[src/rtl/tmr_mon_pkg.sv]
// rtl/tmr_mon_pkg.sv - shared types and lane/select constants for the TMR vote monitor
package tmr_mon_pkg;

    typedef enum logic [1:0] {
        IDLE = 2'd0,
        SNAP = 2'd1,
        ACK  = 2'd2
    } rd_state_t;

    localparam logic [1:0] LANE_A    = 2'd0;
    localparam logic [1:0] LANE_B    = 2'd1;
    localparam logic [1:0] LANE_C    = 2'd2;
    localparam logic [1:0] SEL_MULTI = 2'd3;

endpackage

[src/rtl/tmr_lane_checker.sv]
// rtl/tmr_lane_checker.sv - per-lane mismatch pulse, run-length, sticky fault and error counter
module tmr_lane_checker
    import tmr_mon_pkg::*;
#(
    parameter int WIDTH   = 8,
    parameter int CNT_W   = 16,
    parameter int PERSIST = 3
) (
    input  logic             clk,
    input  logic             rstn,
    input  logic [WIDTH-1:0] i_in,
    input  logic [WIDTH-1:0] i_vote,
    input  logic             i_multi,
    input  logic             i_fault_clr,
    input  logic             i_cnt_clr,
    output logic             o_err,
    output logic             o_fault,
    output logic [CNT_W-1:0] o_cnt
);

    localparam int RL_W = $clog2(PERSIST + 1);
    localparam logic [RL_W-1:0] RL_MAX = RL_W'(PERSIST);

    logic             w_mis;
    logic             w_hit;
    logic [RL_W-1:0]  w_run_inc;
    logic             r_err;
    logic             r_fault;
    logic [RL_W-1:0]  r_run;
    logic [CNT_W-1:0] r_cnt;

    // A lane mismatch only counts when the vote is meaningful (not a multi-error cycle)
    assign w_mis     = (i_in != i_vote);
    assign w_hit     = w_mis && !i_multi;
    assign w_run_inc = (r_run == RL_MAX) ? RL_MAX : r_run + 1'b1;

    always_ff @(posedge clk or negedge rstn) begin
        if (!rstn) begin
            r_err   <= 1'b0;
            r_fault <= 1'b0;
            r_run   <= '0;
            r_cnt   <= '0;
        end else begin
            r_err <= w_hit;

            if (i_fault_clr) begin
                r_fault <= 1'b0;
                r_run   <= w_hit ? RL_W'(1) : '0;
            end else if (!i_multi) begin
                if (w_mis) begin
                    r_run <= w_run_inc;
                    if (w_run_inc == RL_MAX) begin
                        r_fault <= 1'b1;
                    end
                end else begin
                    r_run <= '0;
                end
            end

            // Clearing read keeps a same-cycle event so nothing is lost
            if (i_cnt_clr) begin
                r_cnt <= w_hit ? CNT_W'(1) : '0;
            end else if (w_hit && (r_cnt != '1)) begin
                r_cnt <= r_cnt + 1'b1;
            end
        end
    end

    assign o_err   = r_err;
    assign o_fault = r_fault;
    assign o_cnt   = r_cnt;

endmodule

[src/rtl/tmr_vote_monitor.sv]
// rtl/tmr_vote_monitor.sv - registered TMR majority vote with lane monitoring and counter readout
module tmr_vote_monitor
    import tmr_mon_pkg::*;
#(
    parameter int WIDTH   = 8,
    parameter int CNT_W   = 16,
    parameter int PERSIST = 3
) (
    input  logic             clk,
    input  logic             rstn,
    input  logic [WIDTH-1:0] inA,
    input  logic [WIDTH-1:0] inB,
    input  logic [WIDTH-1:0] inC,
    output logic [WIDTH-1:0] out,
    output logic [2:0]       err,
    output logic             multi_err,
    output logic [2:0]       fault,
    input  logic             fault_clr,
    input  logic             rd_req,
    input  logic [1:0]       rd_sel,
    input  logic             rd_clr,
    output logic             rd_ack,
    output logic [CNT_W-1:0] rd_data
);

    logic [WIDTH-1:0] w_vote;
    logic             w_multi;
    logic [WIDTH-1:0] w_lane [3];
    logic [CNT_W-1:0] w_cnt  [3];
    logic [2:0]       w_err;
    logic [2:0]       w_fault;
    logic [CNT_W-1:0] w_sel_cnt;
    logic             w_latch;
    logic             w_snap;
    rd_state_t        w_state_nxt;

    rd_state_t        r_state;
    logic [1:0]       r_sel;
    logic             r_clr;
    logic             r_rd_ack;
    logic [CNT_W-1:0] r_rd_data;
    logic [WIDTH-1:0] r_out;
    logic             r_multi_err;
    logic [CNT_W-1:0] r_cnt_m;

    assign w_vote  = (inA & inB) | (inB & inC) | (inA & inC);
    assign w_multi = (inA != inB) && (inB != inC) && (inA != inC);

    assign w_lane[0] = inA;
    assign w_lane[1] = inB;
    assign w_lane[2] = inC;

    for (genvar g = 0; g < 3; g++) begin : g_lane
        tmr_lane_checker #(
            .WIDTH   (WIDTH),
            .CNT_W   (CNT_W),
            .PERSIST (PERSIST)
        ) u_chk (
            .clk         (clk),
            .rstn        (rstn),
            .i_in        (w_lane[g]),
            .i_vote      (w_vote),
            .i_multi     (w_multi),
            .i_fault_clr (fault_clr),
            .i_cnt_clr   (w_snap && r_clr && (r_sel == 2'(g))),
            .o_err       (w_err[g]),
            .o_fault     (w_fault[g]),
            .o_cnt       (w_cnt[g])
        );
    end

    always_ff @(posedge clk or negedge rstn) begin
        if (!rstn) begin
            r_out       <= '0;
            r_multi_err <= 1'b0;
            r_cnt_m     <= '0;
        end else begin
            r_out       <= w_vote;
            r_multi_err <= w_multi;
            if (w_snap && r_clr && (r_sel == SEL_MULTI)) begin
                r_cnt_m <= w_multi ? CNT_W'(1) : '0;
            end else if (w_multi && (r_cnt_m != '1)) begin
                r_cnt_m <= r_cnt_m + 1'b1;
            end
        end
    end

    always_comb begin
        w_sel_cnt = r_cnt_m;
        case (r_sel)
            LANE_A:  w_sel_cnt = w_cnt[0];
            LANE_B:  w_sel_cnt = w_cnt[1];
            LANE_C:  w_sel_cnt = w_cnt[2];
            default: w_sel_cnt = r_cnt_m;
        endcase
    end

    always_comb begin
        w_state_nxt = r_state;
        w_latch     = 1'b0;
        w_snap      = 1'b0;
        case (r_state)
            IDLE: begin
                if (rd_req) begin
                    w_state_nxt = SNAP;
                    w_latch     = 1'b1;
                end
            end
            SNAP: begin
                w_state_nxt = ACK;
                w_snap      = 1'b1;
            end
            ACK: begin
                if (!rd_req) begin
                    w_state_nxt = IDLE;
                end
            end
            default: w_state_nxt = IDLE;
        endcase
    end

    // Snapshot taken in SNAP so rd_data holds the pre-clear value for the whole ack
    always_ff @(posedge clk or negedge rstn) begin
        if (!rstn) begin
            r_state   <= IDLE;
            r_sel     <= LANE_A;
            r_clr     <= 1'b0;
            r_rd_ack  <= 1'b0;
            r_rd_data <= '0;
        end else begin
            r_state  <= w_state_nxt;
            r_rd_ack <= (w_state_nxt == ACK);
            if (w_latch) begin
                r_sel <= rd_sel;
                r_clr <= rd_clr;
            end
            if (w_snap) begin
                r_rd_data <= w_sel_cnt;
            end
        end
    end

    assign out       = r_out;
    assign err       = w_err;
    assign multi_err = r_multi_err;
    assign fault     = w_fault;
    assign rd_ack    = r_rd_ack;
    assign rd_data   = r_rd_data;

endmodule

[config.mk]
export PLATFORM = sky130hd
export DESIGN_NAME = tmr_vote_monitor
export DESIGN_NICKNAME = d
export VERILOG_FILES = /design/src/rtl/tmr_mon_pkg.sv /design/src/rtl/tmr_lane_checker.sv /design/src/rtl/tmr_vote_monitor.sv
export SDC_FILE = /design/constraint.sdc
export NUM_CORES = 1
export LEC_CHECK = 0
export ABC_AREA = 1
export CAP_MARGIN = 20
export CELL_PAD_IN_SITES_DETAIL_PLACEMENT = 1
export CELL_PAD_IN_SITES_GLOBAL_PLACEMENT = 1
export CORE_MARGIN = 3
export CORE_UTILIZATION = 30
export CTS_CLUSTER_DIAMETER = 80
export DETAILED_ROUTE_END_ITERATION = 12
export GPL_TIMING_DRIVEN = 0
export PLACE_DENSITY_LB_ADDON = 0.1
export SYNTH_ARGS = -nofsm -noshare
export SYNTH_HDL_FRONTEND = slang
export SYNTH_SLANG_ARGS = --single-unit
[constraint.sdc]
create_clock -name clk -period 4 [get_ports clk]
set_input_delay 0.4 -clock clk [delete_from_list [all_inputs] [get_ports clk]]
set_output_delay 0.4 -clock clk [all_outputs]
set_load 0.01 [all_outputs]
==> impl_metrics.ini <==
[cts]
cts_tree = done
post_cts_buffers = 0
ctsResizeCount = 0
insertion_delay_ns = 0.36
htree_levels = 3
cts_sinks = 107
cts_buffer_depth = 2
cts_root_buf = clkbuf_16
cts_buffers = 9
cts_hold_buf = 1
path_clk_slew_ns = 0.08

[placement]
dp_hpwl_mm = 17.0
port_buffers = 62
place_inst = 1347
dpl-instance-area_um2 = 8080
place_congestion = 0.824

[global_route]
antenna_found_initial = 0
grt_overflow = 0
grt_max_degree = 60
use_met1 = 0.250
top_usage_layer = met2
use_met2 = 0.311
grt_pass1_vias = 6927
grt_util_met3 = 0.0226
track_usage = 0.182
grt_pass1_wl_mm = 37.5

[cells_and_area]
antennaDiodeCount = 0
multi_input_area_um2 = 3780
fin_nets = 1105
layout-drive-gt1-share = 0.0676
fin_area_um2 = 8380
regArea_um2 = 2680
nFillCells = 2917
area_delta_synth_final_pct = 19.0
layoutNonFillerInstCount = 1364

[status]
status = complete, no violations

[logic_synthesis]
yosysWarnings = 0
ys_seq_elements = 107
synthCells = 971
synth.area.top_cells = dfrtp_1 (38%), nand2_1 (16%), nand3_1 (7.1%)
yosysSeqAreaShare = 0.380
synth_top_area_frac = 0.380
avgSynthCellArea_um2 = 7.25
yosysUniqueCellTypes = 37
syn_area_um2 = 7040
synth_top_area_cell = dfrtp_1
synth_nets = 1030

[critical_path]
r2r_slack_ns = 1.93
cp.arrival_ns = 2.69
slowest_delay_ns = 0.49
path_cells = clkdlybuf4s50_1 -> ha_1 -> nor2_1 -> nand4_1 -> nand3_2 -> inv_1 -> nand2_1 -> nand2_1 -> buf_2 -> nand2_1 -> o21ai_1
cp-start-kind = input pin
end_kind = register
critPathKind = in -> reg
worst_r2r_endpoint = g_lane[1].u_chk.o_cnt[10]
crit_slowest_cell = clkdlybuf4s50_1
cp_common_cell = nand2_1
r2r_cells = 7
cp.required_ns = 4.28
crit_fanout = 10
r2r_start = r_state[1]

[routing]
wl_mm = 22.3
ant_nets = 0
dr.pass1.iters = 4
drtIter0Drc = 276
viasPerCell = 4.78
wire_per_inst_um = 16.3
drc = 0
vias = 6522

[sta]
max_freq_mhz = 416
worst_slew_margin_rel = 0.557
period_share = 0.602
setup_viol_count_final = 0
hold_viol = 0
tns_ns = 0
worst_pin_slew_ns = 0.664
fin_skew_ns = 0.0118
period_needed_ns = 2.41
rsz0062_at_grt = false
slew_violations = 0

[floorplanning]
start_util = 0.308
pin_count = 63
core_um2 = 22800
rows = 55
fp.dieH_um = 159
die_w_um = 159
design.die.area_um2 = 25300

[min_path]
hp-class = reg -> reg
min_to = rd_data[4]
min_from = rd_data[4]
hold_depth = 2

[job]
max_cap_viol_count = 0

[pwr]
p_leak_nw = 3.95
vdd_drop_max_mv = 0.204
p_per_area_nw_per_um2 = 415
[Yosys cell counts]
| library cell | instances |
|---|---|
| nand2_1 | 294 |
| dfrtp_1 | 107 |
| inv_1 | 102 |
| nor2_1 | 101 |
| nand3_1 | 100 |
| o21ai_0 | 34 |
| ha_1 | 28 |
| xor2_1 | 28 |
| nand4_1 | 23 |
| nor3_1 | 21 |
| a221oi_1 | 16 |
| clkbuf_1 | 11 |
| o21ai_1 | 11 |
| a21oi_1 | 9 |
| nor2_2 | 9 |
| o22ai_1 | 8 |
| xnor2_1 | 8 |
| buf_4 | 7 |
| nand3b_1 | 7 |
| buf_6 | 6 |
| buf_2 | 5 |
| nand2_2 | 5 |
| nand3_2 | 5 |
| nand2_4 | 4 |
| nor3b_1 | 4 |
| inv_2 | 3 |
| nor2_4 | 3 |
| a31oi_1 | 2 |
| nand3_4 | 2 |
| and3b_1 | 1 |
| mux2_2 | 1 |
| nand4_2 | 1 |
| nor3_2 | 1 |
| nor3_4 | 1 |
| o21bai_1 | 1 |
| or2_2 | 1 |
| or3_1 | 1 |
[state kept, by name, summed over array words and instances, names as in the netlist, 2 cells and up]
name and cells:
rd_data 16, out 8, g_lane.u_chk.r_run 6, g_lane.u_chk.o_fault 3, g_lane.u_chk.o_err 3, r_state 2, g_lane.u_chk.o_cnt 48, r_cnt_m 16
r_sel 2
[critical path, delay by kind of cell]
kind / cells / cell delay [ns]
AO/OA/AOI/OAI: 1 / 0.09
buffers and inverters: 3 / 1.07
AND/OR/NAND/NOR: 6 / 0.79
adder cells (fa/ha/maj): 1 / 0.32
[cells in the final DEF (no fill, tap or decap), drive strengths merged, types with 4 or more instances in the layout]
cell type	n
nor3b	4
xor2	28
a221oi	16
nor3	23
clkbuf	22
nor2	113
nand3b	7
inv	107
o22ai	8
xnor2	8
nand3	107
a21oi	9
ha	28
o21ai	45
clkdlybuf4s50	61
dfrtp	107
buf	20
nand4	24
nand2	303
[final cells by class]
| cell class | count | share of cell area |
|---|---|---|
| timing repair buffer | 64 | 0.0787 |
| tap | 313 | 0.0467 |
| multi-input combinational | 730 | 0.452 |
| inverter | 105 | 0.0470 |
| buffer | 29 | 0.0222 |
| sequential | 107 | 0.320 |
| clock inverter | 5 | 0.00523 |
| clock buffer | 11 | 0.0290 |
[stage by stage]
step	util	worst slack, ns	total power [W]	hold slack, ns
after floorplan	-	2.25	0.00214	0.104
after global placement	0.353	-2.13	0.00259	0.470
after detailed placement	0.354	1.12	0.00261	0.396
after CTS	0.367	1.52	0.00353	0.496
after global routing	0.367	1.38	0.00375	0.509
final	0.367	1.59	0.00348	0.492
[worst max-delay path by stage]
stage,from,endpoint,slack (ns)
floorplan,inB[4],g_lane[1].u_chk.o_cnt[14],2.25
global placement,rstn,g_lane[1].u_chk.o_cnt[13],-2.13
detailed placement,inA[2],g_lane[1].u_chk.r_run[1],1.12
CTS,inA[0],r_cnt_m[12],1.52
global route,inC[7],r_cnt_m[9],1.38
finish,inA[0],r_cnt_m[9],1.59
[kinds of logic after synthesis]
group / Yosys count / synth area share
AOI/OAI and AO/OA: 81 / 0.0682
xor gates and xnor gates: 36 / 0.0448
adders and majority gates: 28 / 0.0498
buffers and inverters: 134 / 0.0824
DFF: 107 / 0.380
muxes: 1 / 0.00160
and+or+nand+nor: 584 / 0.373
[where the power goes]
group,switching (W),total [W],internal (W)
sequential,0.000200,0.00145,0.00125
clock,0.000455,0.000904,0.000449
combinational,0.000694,0.00112,0.000426
total,0.00135,0.00348,0.00213
[routing by layer]
layer	wire, um	vias up
li1	-	3305
met3	595	11
met2	10600	55
met5	0	-
met1	10800	3151
met4	193	0
(Power assumes the default switching activity.)
